### src/rtl/lo_mask_gen.sv
// rtl/lo_mask_gen.sv - leading-ones mask generator, builds the 32-bit mask MSB-first STEP bits per cycle
// Optional macro LOMASK_INVERT_EN adds an inv input that inverts the completed mask.
module lo_mask_gen #(
  parameter int STEP = 4
) (
  input  logic        clock,
  input  logic        reset,
  input  logic        start,
  input  logic [5:0]  count,
`ifdef LOMASK_INVERT_EN
  input  logic        inv,
`endif
  output logic        busy,
  output logic        done,
  output logic [31:0] result,
  output logic [5:0]  ones_cnt,
  output logic        sat
);

  localparam int LAT = 32 / STEP;

  localparam logic [1:0] IDLE = 2'd0;
  localparam logic [1:0] RUN  = 2'd1;
  localparam logic [1:0] DONE = 2'd2;

  logic [1:0]      state;
  logic [31:0]     acc;
  logic [31:0]     accNext;
  logic [31:0]     finalWord;
  logic [5:0]      chunkIdx;
  logic [STEP-1:0] chunk;
  logic            lastChunk;

  assign busy      = (state == RUN);
  assign done      = (state == DONE);
  assign lastChunk = (chunkIdx == 6'(LAT - 1));

  // ones_cnt doubles as the saturated n for the whole RUN; it only changes on accept
  always_comb begin
    chunk = '0;
    for (int j = 0; j < STEP; j++) begin
      chunk[STEP-1-j] = ((int'(chunkIdx) * STEP + j) < int'(ones_cnt));
    end
  end

  if (STEP == 32) begin : gNoShift
    assign accNext = chunk;
  end else begin : gShift
    assign accNext = {acc[31-STEP:0], chunk};
  end

`ifdef LOMASK_INVERT_EN
  logic invLatched;
  assign finalWord = invLatched ? ~accNext : accNext;
`else
  assign finalWord = accNext;
`endif

  always_ff @(posedge clock) begin
    if (reset) begin
      state    <= IDLE;
      acc      <= '0;
      chunkIdx <= '0;
      result   <= '0;
      ones_cnt <= '0;
      sat      <= 1'b0;
`ifdef LOMASK_INVERT_EN
      invLatched <= 1'b0;
`endif
    end else begin
      case (state)
        IDLE, DONE: begin
          if (start) begin
            state    <= RUN;
            ones_cnt <= (count > 6'd32) ? 6'd32 : count;
            sat      <= (count > 6'd32);
            acc      <= '0;
            chunkIdx <= '0;
`ifdef LOMASK_INVERT_EN
            invLatched <= inv;
`endif
          end else begin
            state <= IDLE;
          end
        end
        RUN: begin
          acc      <= accNext;
          chunkIdx <= chunkIdx + 6'd1;
          if (lastChunk) begin
            result <= finalWord;
            state  <= DONE;
          end
        end
        default: state <= IDLE;
      endcase
    end
  end

endmodule

### config.mk
export PLATFORM = sky130hd
export DESIGN_NAME = lo_mask_gen
export DESIGN_NICKNAME = d
export VERILOG_FILES = /design/src/rtl/lo_mask_gen.sv
export SDC_FILE = /design/constraint.sdc
export NUM_CORES = 1
export LEC_CHECK = 0
export ABC_CLOCK_PERIOD_IN_PS = 2800
export CORE_AREA = 2 2 79 81
export CTS_CLUSTER_DIAMETER = 60
export DETAILED_ROUTE_END_ITERATION = 12
export DIE_AREA = 0 0 81 83
export GPL_TIMING_DRIVEN = 1
export PLACE_DENSITY_LB_ADDON = 0.2
export SYNTH_ARGS = -nofsm -noshare
export SYNTH_HDL_FRONTEND = slang
export SYNTH_SLANG_ARGS = --single-unit
### constraint.sdc
create_clock -name clock -period 2.8 [get_ports clock]
set_input_delay 0.84 -clock clock [delete_from_list [all_inputs] [get_ports clock]]
set_output_delay 0.84 -clock clock [all_outputs]
set_load 0.01 [all_outputs]
==> key figures <==
Run status
  – Status: completed

Logic synthesis
  – Syn avg cell area: about 8.5 sq um
  – Asr flop ratio synth: 0%
  – Cell with the most instances after synthesis: dfxtp_1
  – Synth cell count leaders: 75 x dfxtp_1, 69 x nand2_1, 49 x a21oi_1
  – Number of flops mapped to enable cells by yosys: 0
  – Synth cell types: 33
  – Top cells by area, synth: dfxtp_1 52%, nand2_1 9.0%, a21oi_1 8.5%
  – YS warnings: 0
  – Syn Inst Count: roughly 340
  – Post-synth top area cell: dfxtp_1
  – Yosys reg bits: between 70 and 80
  – Post-synth top flop: dfxtp_1
  – Sequential share of the synthesized area: 52.31%
  – Post-Syn Area: between 2000 and 3000 sq um
  – Mapped Nets: about 350
  – Synth top area share: a little over half

Pwr
  – PD cells: approximately 590 nW/um^2
  – Max IR drop VDD: between 0.0003 and 0.0004 V
  – Leakage power: 1.247 nW

Worst setup path
  – Crit path kind: reg -> out
  – Req. time, crit path: between 1500 and 2000 ps
  – CP max FO: 2
  – Crit path capture type: output port
  – Critical path arrival: ~1500 ps
  – Worst Setup Start Kind: register

Drt
  – Detailed Route WL: 6304 um
  – Drt wl/cell: 13.73 um
  – Final antenna-violating net count: 0
  – DR DRC count: 0
  – Drt first pass iters: 4
  – Initial DRC Count: between 150 and 200
  – Total number of vias: approximately 2500
  – Vias/cell: roughly 5.4

Placement
  – Post-DP HPWL: about 4200 um
  – IO buf count: 49
  – Area post-placement: between 3000 and 4000 sq um
  – RePlAce Congestion: approximately 0.91

STA
  – Final Cycle Share: a little over four fifths
  – Period minus WS final: 2331 ps
  – Slew headroom: between 50% and 60%
  – Final Max Tran Viols: 0
  – Unrepaired setup endpoints after global routing: false
  – Final setup fails: 0
  – Setup Skew: 8.574 ps
  – Max Fclk: 428.9 MHz
  – Worst slew pin tran: between 600 and 700 ps
  – Final Hold Viols: 0
  – Setup TNS: 0 ps

Clocking
  – Post-cts sizing count: 0
  – CTS Buf Count: 9
  – Root Driver: clkbuf_8
  – CTS tree: yes
  – Number of hold buffers added after cts: 0
  – Clock net sink count: 75
  – Clock Latency Late Sink: 350 ps
  – Clock buffer depth: 2
  – Clock transition at the registers of the reported paths: ~70 ps
  – H-tree Lvls: 3
  – Post-CTS Setup Inserts: 0

GRT
  – Initial antenna violation count: 0
  – Largest net degree at the start of global routing: 36
  – First-pass GRT wire length: about 11000 um
  – Grt ovf: 0
  – GRT Total Usage: 20.12%
  – Vias in the first global route: roughly 2200

Floorplan
  – FP Rows: 28
  – Initial Utilization: 49.35%
  – Die X: 81 um
  – Die ar.: approximately 6700 sq um
  – Core area: 5816 sq um
  – DIE HEIGHT: approximately 83 um
  – I/O pins: 50

Finish
  – Layout net count: 394
  – Synth-to-Final Area Change: 26.94%
  – Antenna cell count: 0
  – Share of layout cells above drive strength 1: ~7.6%
  – Fillcell total: roughly 540
  – Final Cell Area: ~3600 sq um

Job
  – Max-Cap Viols: 0

Worst hold path
  – Hold Path Class: reg -> reg
[registers in the layout, summed over array words and instances (netlist names)]
signal    cells
sat           1
state         2
ones_cnt      6
acc          28
result       32
chunkIdx      6
[cells by family (layout without fill, tap and decap cells)]
family	after synthesis	in the layout	share of synthesized area, %
compound gates	88	88	18.96
fa+ha+maj	6	6	2.615
buf+inv	31	79	4.620
flops	75	75	52.31
mux	2	2	0.7846
simple gates	134	134	20.71
[area by class of cell]
class / count / area [sq um] / share of cell area [%]
Clock buffer: 11 / 141.4 / 3.881
Clock inverter: 5 / 85.08 / 2.335
Timing Repair Buffer: 56 / 550.5 / 15.11
Inverter: 7 / 26.28 / 0.7212
Sequential cell: 75 / 1501 / 41.21
Multi-Input combinational cell: 230 / 1245 / 34.17
Tap cell: 75 / 93.84 / 2.576
[critical path, cell delays in order, from the launching register on]
cell	delay [ps]
dfxtp_1	300
nand2b_1	200
clkinv_1	110
clkdlybuf4s50_1	540
[metrics by stage]
stage          std cells  util [%]  hold WS, ps  power (mW)  setup WS [ps]
2_1_floorplan        336         -        431.6       1.203          986.8
3_3_place_gp         443     58.76        439.4       1.255          575.2
6_report             459     62.65        451.9       2.164          468.6
3_5_place_dp         443     58.76        444.0       1.258          527.8
4_1_cts              459     62.65        453.9       2.180          456.3
5_1_grt              459     62.65        473.7       2.253          387.8
[power by group]
part           total [mW]  leakage (nW)  switching, mW  internal (mW)
clock network       0.929         0.110          0.398          0.531
logic               0.144         0.531         0.0905         0.0533
registers            1.09         0.605         0.0121           1.08
total                2.16          1.25          0.501           1.66
[layout by cell type (no fill, tap or decap), types with 2 or more instances in the layout]
master,instances
a21oi_1,49
a22oi_1,25
buf_4,6
bufinv_16,2
clkbuf_8,10
clkdlybuf4s50_1,48
dfxtp_1,75
ha_1,6
inv_1,6
mux2_2,2
nand2_1,69
nand2b_1,2
nand3_1,2
nand3b_1,2
nand4_1,4
nor2_1,38
nor2b_1,4
nor3b_1,5
o211ai_1,6
o21ai_0,2
o31ai_1,2
or3_1,2
[final timing paths]
| path | start | end | slack (ps) | depth (start not counted) |
|---|---|---|---|---|
| worst max-delay path | state[1] | busy | 470 | 3 |
| worst min-delay path | result[3] | result[3] | 450 | 2 |
| worst max register to register | chunkIdx[0] | result[1] | 890 | 4 |
| worst min register to register | result[3] | result[3] | 450 | 2 |
[routing by layer]
metal | share of wire (%) | global-route usage, % | wire length [um]
met1 | 49 | 29.45 | 3114
met2 | 45 | 28.17 | 2823
met3 | 4.8 | 5.761 | 302
met4 | 1.0 | 6.934 | 63
met5 | 0 | 0 | 0
Power figures use the tool's default switching activity.
